$ cat src/rtl/pipeline_hazard_ctrl.sv
// Purpose: in-order pipeline interlock; per-register and flag scoreboards drive stall/bubble/flush/redirect.
// Latency: stall, bubble, flush and pc_redirect_en are combinational from ID; scoreboards update on the next edge.
// Backpressure: stall holds PC/PR1 and bubbles PR2 until the sources clear; a redirect is honoured only on issue.
//
// Ports:
//   clk, rst                        clock, synchronous active-high reset
//   id_valid, id_rs1/2, id_use_rs1/2 instruction in ID and its register sources
//   id_rd, id_writes_rd              destination register and its write enable
//   id_sets_flags, id_uses_flags     C/Z producer / consumer
//   id_redirect                      instruction changes the PC
//   stall, bubble, flush, pc_redirect_en  pipeline controls
//   stall_count                      saturating count of stall cycles
module pipeline_hazard_ctrl #(
    parameter int NUM_REGS  = 8,
    parameter int WB_DIST   = 3,
    parameter int FLAG_DIST = 1
) (
    input  logic        clk,
    input  logic        rst,
    input  logic        id_valid,
    input  logic [2:0]  id_rs1,
    input  logic [2:0]  id_rs2,
    input  logic        id_use_rs1,
    input  logic        id_use_rs2,
    input  logic [2:0]  id_rd,
    input  logic        id_writes_rd,
    input  logic        id_sets_flags,
    input  logic        id_uses_flags,
    input  logic        id_redirect,
    output logic        stall,
    output logic        bubble,
    output logic        flush,
    output logic        pc_redirect_en,
    output logic [15:0] stall_count
);

    typedef enum logic [1:0] {
        ST_RUN   = 2'd0,
        ST_STALL = 2'd1,
        ST_FLUSH = 2'd2
    } state_t;

    localparam logic [1:0] WB_LOAD   = 2'(WB_DIST);
    localparam logic [1:0] FLAG_LOAD = 2'(FLAG_DIST);

    state_t     state;
    logic [1:0] busy [NUM_REGS];
    logic [1:0] flag_cnt;

    logic eff_valid;
    logic hazard;
    logic issue;
    logic redirect;

    // In FLUSH the instruction in PR1 is the fetch-shadow slot and is treated
    // as a NOP; during reset nothing is allowed to stall or redirect.
    always_comb begin
        eff_valid = id_valid & ~rst & (state != ST_FLUSH);
        hazard    = (id_use_rs1    & (busy[id_rs1] != 2'd0)) |
                    (id_use_rs2    & (busy[id_rs2] != 2'd0)) |
                    (id_uses_flags & (flag_cnt     != 2'd0));
        stall          = eff_valid & hazard;
        bubble         = stall;
        issue          = eff_valid & ~hazard;
        redirect       = issue & id_redirect;
        flush          = redirect;
        pc_redirect_en = redirect;
    end

    always_ff @(posedge clk) begin
        if (rst) begin
            state       <= ST_RUN;
            flag_cnt    <= 2'd0;
            stall_count <= 16'd0;
            for (int i = 0; i < NUM_REGS; i++) begin
                busy[i] <= 2'd0;
            end
        end else begin
            // A new writer reloads its counter, which also covers WAW reissue.
            for (int i = 0; i < NUM_REGS; i++) begin
                if (issue && id_writes_rd && (int'(id_rd) == i)) begin
                    busy[i] <= WB_LOAD;
                end else if (busy[i] != 2'd0) begin
                    busy[i] <= busy[i] - 2'd1;
                end
            end

            if (issue && id_sets_flags) begin
                flag_cnt <= FLAG_LOAD;
            end else if (flag_cnt != 2'd0) begin
                flag_cnt <= flag_cnt - 2'd1;
            end

            if (stall && (stall_count != 16'hFFFF)) begin
                stall_count <= stall_count + 16'd1;
            end

            case (state)
                ST_RUN, ST_STALL: begin
                    if (redirect) begin
                        state <= ST_FLUSH;
                    end else if (stall) begin
                        state <= ST_STALL;
                    end else begin
                        state <= ST_RUN;
                    end
                end
                default: begin
                    state <= ST_RUN;
                end
            endcase
        end
    end

endmodule

$ cat config.mk
export PLATFORM = sky130hd
export DESIGN_NAME = pipeline_hazard_ctrl
export DESIGN_NICKNAME = d
export VERILOG_FILES = /design/src/rtl/pipeline_hazard_ctrl.sv
export SDC_FILE = /design/constraint.sdc
export NUM_CORES = 1
export LEC_CHECK = 0
export ABC_AREA = 0
export CELL_PAD_IN_SITES_DETAIL_PLACEMENT = 1
export CELL_PAD_IN_SITES_GLOBAL_PLACEMENT = 2
export CORE_MARGIN = 8
export CORE_UTILIZATION = 29
export CTS_CLUSTER_SIZE = 30
export DETAILED_ROUTE_END_ITERATION = 10
export GPL_TIMING_DRIVEN = 0
export PLACE_DENSITY_LB_ADDON = 0.1
export SLEW_MARGIN = 20
export SYNTH_ARGS = -nofsm -noshare
export SYNTH_HDL_FRONTEND = slang
export SYNTH_SLANG_ARGS = --single-unit
export TNS_END_PERCENT = 1
$ cat constraint.sdc
create_clock -name clk -period 2.15 [get_ports clk]
set_input_delay 0.43 -clock clk [delete_from_list [all_inputs] [get_ports clk]]
set_output_delay 0.43 -clock clk [all_outputs]
set_load 0.05 [all_outputs]
Word-level counts from Yosys, hierarchy flattened
Memories as Yosys holds them, arrays and structs flattened. Cells that the tools add are included.

Register bits after elaboration: 20. Memory bits (writable): 16. Output and inout bits: 20. Word-level logic and storage cells: 162. Memories kept: 1.

$add $sub $neg: 10. Eq/ne operators: 10. Multiplexer cells: 78. Bitwise logic cells: 29. Reduce and logical (&&, ||, !) cells: 29.

Memory list: busy (words 8, bits a word 2, rd ports 10, clocked after memory_dff 0, write ports 8, line 47) `logic [1:0] busy [NUM_REGS];`.

Operators with widths (count): 2-to-1 mux 1 bit (61); 2-to-1 mux 2 bit (17); nonzero test 2 bit (12); OR 1 bit (18); subtractor 2 x 1 -> 2 bit (second input constant) (9); adder 16 x 1 -> 16 bit (second input constant) (1); != test 16 bit (second input constant) (1); equality test 3 bit (second input constant) (4); logical AND 1 bit (11); bitwise AND 1 bit (8); equality test 3 x 2 -> 1 bit (second input constant) (2); OR reduction 2 bit (3); equality test 3 x 1 -> 1 bit (second input constant) (1); logical NOT 3 bit (1); inverter 1 bit (3); OR reduction 3 bit (1); equality test 2 x 1 -> 1 bit (second input constant) (1); logical NOT 2 bit (1); != test 2 bit (second input constant) (1).

Depth between registers and ports, before layout
Gate-level depths: netlist (run 1). An unclocked memory read counts as a cell.

Depth in word-level cells: 14. Gate-level depth with buffers: 9. Gate-level depth less buffers: 7.

Worst setup path before layout (run 1)
No wires, ideal clock.

Path type: register to output. Start point: mem busy[4][0]. End point: out pc_redirect_en. Arrival time: 2350 ps. Slack: -630 ps. Cell stages (with the launch flop): 7. Path buffers: 1. Path through: edfxtp_1 -> nor3_1 -> a2111oi_0 -> o31ai_2 -> nand3_1 -> nor2_1 -> buf_4.

RTL lines: start, declared (line 47); end, declared (line 33) `output logic pc_redirect_en,`.

==> metrics.yaml, run 1 <==
worst_setup_path:
  path_cells: "nor4_4, or4b_4, o221a_4, a21oi_4, buf_12, buf_12, buf_12"
  end_kind: "primary output"
  critical_path_arrival_ns: 2.10
  worstReg2RegEnd: "busy[4][0]"
  cp_top_family: "simple AND/OR/NAND/NOR gates"
  slowest_stage: "or4b_4"
  max_stage_delay_ns: 0.49
  cp.buffers_inverters: 3
  crit_fanout: 3
  r2r-start: "busy[4][0]"
  cpMostUsedCell: "buf_12"
  required_ns: 1.72
  worst-r2r-setup-slack_ns: -0.21
  crit_path_start_kind: "flip-flop"
  worstSetupPathType: "flip-flop to primary output"
  reg2regPathDepth: 8
yosys:
  syn_inst: 236
  syn_area_sq_um: 2167
  syn_avg_cell_area_sq_um: 9.183
  synth_cell_types: 47
  synth_edf_count: 16
  synth_seq_cells: 36
  yosysWarnings: 0
  synth_ff_type: "dfxtp_1"
  ys_async_sr_fraction_pct: 0
  synth_nets: 264
  yosysSeqAreaShare_pct: 40.65
timing:
  rsz0062_at_grt: "yes"
  slew_headroom_pct: 50.52
  hold_violations: 0
  min_period_ns: 2.532
  finalSetupViolCount: 25
  holdWs_ns: 0.4639
  finClkSkew_ns: 0.004549
  fin_setup_tns_ns: -3.132
  fmax_ghz: 0.3949
  final.period_utilization_pct: 117.8
  worst-slew-pin-transition_ns: 0.7422
  slew_violations: 0
  worst_slack_ns: -0.3822
cells_and_area:
  drive_gt1_share_pct: 26.96
  nNetsFinal: 320
  fillers: 835
  syn_to_final_growth_pct: 42.38
  stdcell_count: 392
  multiInputGateArea_sq_um: 1326
  regArea_sq_um: 890.9
  final_util_pct: 42.54
  n_antenna_cell: 0
clocking:
  h-tree-depth: 2
  clk_pin_slew_ns: 0.07
  cts_tree: "yes"
  cts_buffers: 5
  clock_latency_ns: 0.29
  postCtsHoldBufs: 0
  cts_buffer_depth: 2
  cts_root_buf: "clkbuf_8"
  cts.sinks: 36
run:
  cap_violations: 0
hold_path:
  min_path_type: "flip-flop to flip-flop"
  hold_path_depth: 1
  min_to: "stall_count[5]"
  min_from: "stall_count[5]"
floorplan:
  die_h_um: 102.4
  boundaryPins: 38
  core_sq_um: 7253
  rows: 31
  dieArea_sq_um: 10500
  die_w_um: 102.4
  start_util_pct: 29.88
grt:
  grt-ovfl-total: 0
  grt_pass1_vias: 2135
  grt_pass1_wl_mm: 10.75
  grt.total_usage_pct: 13.24
  antenna_found_initial: 0
  grt_max_degree: 12
power:
  p_leak_uw: 0.001184
  vdd_drop_max_mv: 0.2523
  power.total_uw: 2736
  powerDensity_nw_per_um2: 886.9
detailed_routing:
  ant_nets: 0
  drtIter0Drc: 53
  vias_per_cell: 5.026
  vias: 1970
  drc_errors: 0
  drt_wl_total_mm: 6.594
  avgRoutedWirePerCell_um: 16.82
  dr.pass1.iters: 4
placement:
  gpl.final_weighted_congestion: 0.7464
  hpwl_mm: 4.815
  numPortBuffers: 36
  dp.cells: 371
status:
  violations: "setup timing"
  outcome: "finished, violations left"
==> final cells by class <==
type	count	area share, %
multi-input combinational	163	42.98
sequential	36	28.87
timing repair buffer	49	15.21
tap	99	4.015
inverter	27	3.285
buffer	10	3.001
clock buffer	7	2.474
clock inverter	1	0.1622
==> routing by layer <==
layer / track usage [%] / vias up / wire length [um]
li1: - / 981 / -
met1: 15.32 / 958 / 3022
met2: 23.63 / 26 / 3271
met3: 3.202 / 5 / 238
met4: 3.499 / 0 / 62
met5: 0 / - / 0
==> state kept, by name, indices dropped and copies added (netlist names) <==
register,count
busy,16
stall_count,16
flag_cnt,2
state,2
==> kinds of logic after synthesis <==
group                      share of synthesized area [%]
and+or+nand+nor                                    25.52
buffers and inverters                              7.101
DFF                                                40.65
AOI/OAI and AO/OA                                  13.57
muxes                                              6.986
adders and majority gates                          5.774
xor gates and xnor gates                          0.4042
==> metrics by stage <==
stage	instance area, sq um	setup slack (ns)
2_1_floorplan	2208	-0.1821
5_1_grt	3085	-0.4545
3_3_place_gp	2693	-1.629
3_5_place_dp	2693	-1.646
4_1_cts	2937	-0.4071
6_report	3085	-0.3822
==> power by group <==
| part | switching, uW | internal (uW) |
|---|---|---|
| sequential | 156 | 950 |
| combinational | 619 | 538 |
| clock | 246 | 228 |
==> worst max-delay path by stage <==
stage	from	to	slack, ns	cells after the start
2_1_floorplan	id_rs2[1]	stall	-0.18	6
3_3_place_gp	id_rs2[1]	stall	-1.63	8
3_5_place_dp	id_rs2[1]	stall	-1.65	8
4_1_cts	busy[2][1]	stall	-0.41	7
5_1_grt	busy[0][0]	stall	-0.45	7
6_report	busy[0][0]	stall	-0.38	7
==> worst register-to-register path, cell delays in order (launching register included) <==
cell and delay (ns):
edfxtp_1 0.45, nor3_4 0.25, a2111oi_4 0.08, o31ai_2 0.24, buf_4 0.18, buf_6 0.11
and2_2 0.18, nand4_1 0.24, o211ai_1 0.32
==> Yosys cell counts, types with 2 or more instances <==
| cell type | number | area, sq um |
|---|---|---|
| nor3b_1 | 2 | 15.01 |
| nor2b_1 | 8 | 50.05 |
| nor2_1 | 19 | 71.32 |
| nor3_1 | 9 | 45.04 |
| nand3_1 | 17 | 85.08 |
| ha_1 | 10 | 125.1 |
| and3_1 | 6 | 37.54 |
| buf_4 | 2 | 15.01 |
| a2111oi_0 | 2 | 17.52 |
| edfxtp_1 | 16 | 480.5 |
| o211ai_1 | 3 | 22.52 |
| mux2_2 | 5 | 56.30 |
| nor4_1 | 3 | 18.77 |
| inv_1 | 26 | 97.59 |
| dfxtp_1 | 20 | 400.4 |
| nand2_1 | 13 | 48.80 |
| mux2i_1 | 5 | 50.05 |
| nand4_1 | 9 | 56.30 |
| mux2_1 | 2 | 22.52 |
| and2_1 | 3 | 18.77 |
| a31oi_1 | 4 | 25.02 |
| o31ai_1 | 9 | 67.56 |
| clkbuf_1 | 7 | 26.28 |
| o32ai_1 | 4 | 35.03 |
| a21oi_1 | 2 | 10.01 |
| or3_1 | 6 | 37.54 |
| nand2b_1 | 4 | 25.02 |
==> what timing repair did <==
item / in CTS / in global routing
pin swaps: 5 / 16
setup buffers: 10 / 3
gates resized for setup: 64 / 34
endpoints found under the setup margin: 55 / 52
==> layout by cell type (no fill, tap or decap), types with 6 or more instances in the layout <==
master,synthesis,routed
and3_1,6,6
buf_4,2,12
buf_6,1,6
clkbuf_1,7,7
clkdlybuf4s50_1,0,25
dfxtp_1,20,14
edfxtp_1,16,16
ha_1,10,9
inv_1,26,26
nand2_1,13,13
nand3_1,17,9
nand3_2,0,7
nand4_1,9,9
nor2_1,19,17
nor2b_1,8,8
nor3_1,9,7
o31ai_1,9,9
or3_4,0,6
No activity file was read; power rests on OpenSTA's default activity.
==> inputs of run 2 (changes only) <==
--- a/config.mk
+++ b/config.mk
@@ -14,6 +14,7 @@
 export DETAILED_ROUTE_END_ITERATION = 10
 export GPL_TIMING_DRIVEN = 0
 export PLACE_DENSITY_LB_ADDON = 0.1
+export SKIP_LAST_GASP = 1
 export SLEW_MARGIN = 20
 export SYNTH_ARGS = -nofsm -noshare
 export SYNTH_HDL_FRONTEND = slang
==> metrics.yaml, run 2 (synthesis results as in run 1) <==
status:
  outcome: "finished, violations left"
  violations: "setup timing"
detailed_routing:
  drtIter0Drc: 61  # +15%
  vias_per_cell: 5.038  # +0.25%
  drt_wl_total_mm: 6.450  # -2.2%
  wl_met2_mm: 3.233  # -1.2%
  ant_nets: 0  # unchanged
  dr.pass1.iters: 4  # unchanged
  maxUsedRoutingLayer: "met4"
  routed-wl-met3_um: 251  # +5.5%
  avgRoutedWirePerCell_um: 16.45  # -2.2%
  drc_errors: 0  # unchanged
  vias: 1975  # +0.25%
  m1WireLength_mm: 2.935  # -2.9%
placement:
  gpl.final_weighted_congestion: 0.7464  # unchanged
  numPortBuffers: 36  # unchanged
  hpwl_mm: 4.815  # unchanged
timing:
  worst-slew-pin-transition_ns: 0.6667  # -0.07554 ns
  finClkSkew_ns: 0.008305  # +0.003755 ns
  hold_violations: 0  # unchanged
  slew_violations: 0  # unchanged
  fin_setup_tns_ns: -5.903  # -2.771 ns
  min_period_ns: 2.528  # -0.003685 ns
  worst_slack_ns: -0.3785  # +0.003685 ns
  final.period_utilization_pct: 117.6  # -0.17 points
  slew_headroom_pct: 55.56  # +5.0 points
  rsz0062_at_grt: "yes"
  finalSetupViolCount: 41  # +64%
  fmax_ghz: 0.3955  # +0.15%
  holdWs_ns: 0.4638  # -0.00004100 ns
clocking:
  cts_root_buf: "clkbuf_8"
  cts_buffers: 5  # unchanged
  clk_pin_slew_ns: 0.08  # about the same
  cts_buffer_depth: 2  # unchanged
  cts.sinks: 36  # unchanged
  cts_tree: "yes"
  clock_latency_ns: 0.29  # about the same
  postCtsHoldBufs: 0  # unchanged
  h-tree-depth: 2  # unchanged
grt:
  grt.total_usage_pct: 13.20  # -0.043 points
  grt_pass1_vias: 2139  # +0.19%
  grt_pass1_wl_mm: 10.73  # -0.20%
  grt_max_degree: 12  # unchanged
  grt-ovfl-total: 0  # unchanged
  antenna_found_initial: 0  # unchanged
floorplan:
  rows: 31  # unchanged
  die_w_um: 102.4  # unchanged
  dieArea_sq_um: 10500  # unchanged
  boundaryPins: 38  # unchanged
  die_h_um: 102.4  # unchanged
  start_util_pct: 29.88  # unchanged
  core_sq_um: 7253  # unchanged
power:
  p_sw_share_pct: 36.84  # -0.46 points
  p_leak_uw: 0.001144  # -3.4%
  power_frac_comb_pct: 41.0  # -1.3 points
  vdd_drop_max_mv: 0.2478  # -1.8%
  intPower_uw: 1681  # -2.0%
  powerDensity_nw_per_um2: 905.7  # +2.1%
  p_sw_uw: 980.7  # -3.9%
  power.total_uw: 2662  # -2.7%
  clock_power_share_pct: 17.7  # +0.4 points
  p_seq_share_pct: 41.3  # +0.9 points
worst_setup_path:
  required_ns: 1.72  # about the same
  path_cells: "nor4_4, or4b_4, o221a_4, a21oi_4, buf_12, buf_12, buf_12"
  slowest_stage: "or4b_4"
  cpMostUsedCell: "buf_12"
  end_kind: "primary output"
  cp.buffers_inverters: 3  # unchanged
  crit_fanout: 3  # unchanged
  cp_top_family: "simple AND/OR/NAND/NOR gates"
  max_stage_delay_ns: 0.49  # about the same
  r2r-start: "busy[4][0]"
  worstSetupPathType: "flip-flop to primary output"
  critical_path_arrival_ns: 2.10  # about the same
  worst-r2r-setup-slack_ns: -0.26  # -0.05 ns
  worstReg2RegEnd: "busy[4][0]"
  reg2regPathDepth: 8  # unchanged
  crit_path_start_kind: "flip-flop"
cells_and_area:
  layout_common_cells: "inv_1, clkdlybuf4s50_1, nor2_1, buf_4"
  syn_to_final_growth_pct: 35.62
  drive_gt1_share_pct: 19.80  # -7.2 points
  final_common_cell: "inv_1"
  nNetsFinal: 320  # unchanged
  n_antenna_cell: 0  # unchanged
  reg.largest.list: "busy (16), stall_count (16)"
  fillers: 852  # +2.0%
run:
  cap_violations: 0  # unchanged
hold_path:
  hold_path_depth: 1  # unchanged
  min_path_type: "flip-flop to flip-flop"
  min_from: "stall_count[5]"
  min_to: "stall_count[5]"
[run 2: worst reg2reg max path, cell delays in order, from the launching register on]
cell,delay (ns)
edfxtp_1,0.46
nor3_4,0.25
a2111oi_4,0.08
o31ai_2,0.24
buf_4,0.17
buf_4,0.13
and2_1,0.20
nand4_1,0.25
o211ai_1,0.32
[run 2: worst max path at each step]
| stage | from | to | depth (start not counted) |
|---|---|---|---|
| floorplan | id_rs2[1] | stall | 6 |
| global placement | id_rs2[1] | stall | 8 |
| detailed placement | id_rs2[1] | stall | 8 |
| CTS | busy[2][1] | stall | 7 |
| global route | busy[0][0] | stall | 7 |
| finish | busy[0][0] | stall | 7 |
[run 2: metal layers]
metal | vias to the layer above | GRT usage (%)
met4 | 0 | 3.499
li1 | 982 | -
met2 | 29 | 23.58
met1 | 962 | 15.24
met5 | - | 0
met3 | 2 | 3.202
[run 2: power groups by stage]
| stage | clock, uW | sequential [uW] | combinational (uW) |
|---|---|---|---|
| 6_report | 470 | 1100 | 1090 |
| 5_1_grt | 523 | 1130 | 1230 |
| 4_1_cts | 494 | 1090 | 1050 |
| 3_5_place_dp | 0 | 1110 | 905 |
| 3_3_place_gp | 0 | 1100 | 887 |
| 2_1_floorplan | 0 | 1100 | 640 |
[run 2: layout make-up]
| class | count | area (sq um) | area share (%) |
|---|---|---|---|
| buffer | 10 | 75.07 | 2.554 |
| sequential | 36 | 888.4 | 30.23 |
| multi-input combinational | 163 | 1229 | 41.81 |
| timing repair buffer | 49 | 440.4 | 14.99 |
| tap | 99 | 123.9 | 4.215 |
| clock buffer | 7 | 76.32 | 2.597 |
| clock inverter | 1 | 5.005 | 0.1703 |
| inverter | 27 | 101.3 | 3.448 |
[run 2: per-stage QoR]
step                cells  setup WS, ns  cell area [sq um]  utilization (%)
floorplan             236       -0.1821               2208                -
global placement      371        -1.629               2693            37.12
detailed placement    371        -1.646               2693            37.12
CTS                   389       -0.4071               2899            39.97
global route          392       -0.4543               2939            40.52
finish                392       -0.3785               2939            40.52
[run 2: what timing repair did]
action,CTS,global route
buffers inserted,10,3
gates resized for setup,52,9
pin swaps,4,7
endpoints found under the setup margin,55,52
==> inputs of run 3 (changes only) <==
==> constraint.sdc (replaced) <==
create_clock -name clk -period 2.2 [get_ports clk]
set_input_delay 0.44 -clock clk [delete_from_list [all_inputs] [get_ports clk]]
set_output_delay 0.44 -clock clk [all_outputs]
set_load 0.05 [all_outputs]
==> metrics.yaml, run 3 (synthesis results as in run 1) <==
floorplan:
  core_sq_um: 7253  # unchanged
  die_w_um: 102.4  # unchanged
  dieArea_sq_um: 10500  # unchanged
  rows: 31  # unchanged
  boundaryPins: 38  # unchanged
  die_h_um: 102.4  # unchanged
  start_util_pct: 29.88  # unchanged
cells_and_area:
  nNetsFinal: 321  # +0.31%
  n_antenna_cell: 0  # unchanged
  final_common_cell: "inv_1"
  syn_to_final_growth_pct: 36.09
  design_area_sq_um: 2949  # +0.34%
  drive_gt1_share_pct: 20.41  # +0.61 points
  final_util_pct: 40.66  # +0.14 points
  reg.largest.list: "busy (16), stall_count (16)"
  stdcell_count: 393  # +0.26%
  layout_common_cells: "inv_1, clkdlybuf4s50_1, buf_4"
placement:
  hpwl_mm: 4.815  # unchanged
  dp.cells: 371  # unchanged
  gpl.final_weighted_congestion: 0.7464  # unchanged
  place_area_sq_um: 2693  # unchanged
  numPortBuffers: 36  # unchanged
power:
  p_leak_uw: 0.001150  # +0.58%
  powerDensity_nw_per_um2: 887.7  # -2.0%
  vdd_drop_max_mv: 0.2420  # -2.3%
  power.total_uw: 2618  # -1.7%
grt:
  grt.total_usage_pct: 13.15  # -0.057 points
  antenna_found_initial: 0  # unchanged
  grt_pass1_wl_mm: 10.72  # about the same
  grt_pass1_vias: 2145  # +0.28%
  grt-ovfl-total: 0  # unchanged
  grt_max_degree: 12  # unchanged
clocking:
  cts.sinks: 36  # unchanged
  cts_root_buf: "clkbuf_8"
  cts_buffers: 5  # unchanged
  clk_pin_slew_ns: 0.08  # about the same
  clock_latency_ns: 0.29  # about the same
  cts_tree: "yes"
  h-tree-depth: 2  # unchanged
  cts_buffer_depth: 2  # unchanged
worst_setup_path:
  cp.buffers_inverters: 3  # unchanged
  path_cells: "nor4_2, or4b_4, o221a_4, a21oi_4, buf_12, buf_12, buf_12"
  worstSetupPathType: "flip-flop to primary output"
  slowest_stage: "or4b_4"
  end_kind: "primary output"
  max_stage_delay_ns: 0.48  # about the same
  required_ns: 1.76  # +0.04 ns
  crit_fanout: 3  # unchanged
  worst-r2r-setup-slack_ns: -0.22  # +0.04 ns
  cp_top_family: "simple AND/OR/NAND/NOR gates"
  crit_path_start_kind: "flip-flop"
  critical_path_arrival_ns: 2.09  # about the same
  cpMostUsedCell: "buf_12"
timing:
  worst-slew-pin-transition_ns: 0.6113  # -0.05538 ns
  min_period_ns: 2.528
  finalSetupViolCount: 36  # -12%
  slew_headroom_pct: 59.25  # +3.7 points
  rsz0062_at_grt: "yes"
  finClkSkew_ns: 0.007469  # -0.0008357 ns
  final.period_utilization_pct: 114.9
  slew_violations: 0  # unchanged
  worst_slack_ns: -0.3283  # +0.05017 ns
  hold_violations: 0  # unchanged
  holdWs_ns: 0.4639  # +0.00003600 ns
  fmax_ghz: 0.3955
detailed_routing:
  drt_wl_total_mm: 6.483  # +0.51%
  avgRoutedWirePerCell_um: 16.50  # +0.26%
  drtIter0Drc: 53  # -13%
  vias: 1984  # +0.46%
  vias_per_cell: 5.048  # +0.20%
  dr.pass1.iters: 4  # unchanged
  drc_errors: 0  # unchanged
  ant_nets: 0  # unchanged
hold_path:
  min_path_type: "flip-flop to flip-flop"
status:
  outcome: "finished, violations left"
  violations: "setup timing"
run:
  cap_violations: 0  # unchanged
## run 3: worst paths after layout
check | start | endpoint | depth (start not counted)
max | busy[0][0] | stall | 7
min | stall_count[5] | stall_count[5] | 1
max reg2reg | busy[7][0] | busy[4][0] | 8
min reg2reg | stall_count[5] | stall_count[5] | 1
## run 3: layout make-up
class,instances,area (sq um)
inverters,27,101.3
clock buffers,7,76.32
fillers,853,4304
plain buffers,10,75.07
multi-input cells,163,1231
well taps,99,123.9
repair buffers,50,447.9
flip-flops and latches,36,888.4
clock inverters,1,5.005
## run 3: report_power, final
group          switching, uW  internal (uW)
sequential               149            927
combinational            579            503
clock                    237            222
## run 3: timing repair
item	4_1_cts	5_1_grt
setup endpoints to repair	54	51
buffers inserted	11	3
gates resized for setup	53	9
hold buffers	0	0
pin swaps	4	8
## run 3: stage by stage
step,setup TNS [ns],setup slack (ns)
6_report,-3.932,-0.3283
5_1_grt,-9.862,-0.4045
4_1_cts,-4.868,-0.3678
3_5_place_dp,-43.45,-1.616
3_3_place_gp,-42.92,-1.599
2_1_floorplan,-0.7446,-0.1521
## run 3: routing by layer
| layer | vias up | wire (um) | global-route usage [%] |
|---|---|---|---|
| met4 | 0 | 63 | 3.386 |
| met2 | 28 | 3236 | 23.58 |
| li1 | 982 | - | - |
| met1 | 968 | 2940 | 15.12 |
| met3 | 6 | 243 | 3.202 |
| met5 | - | 0 | 0 |
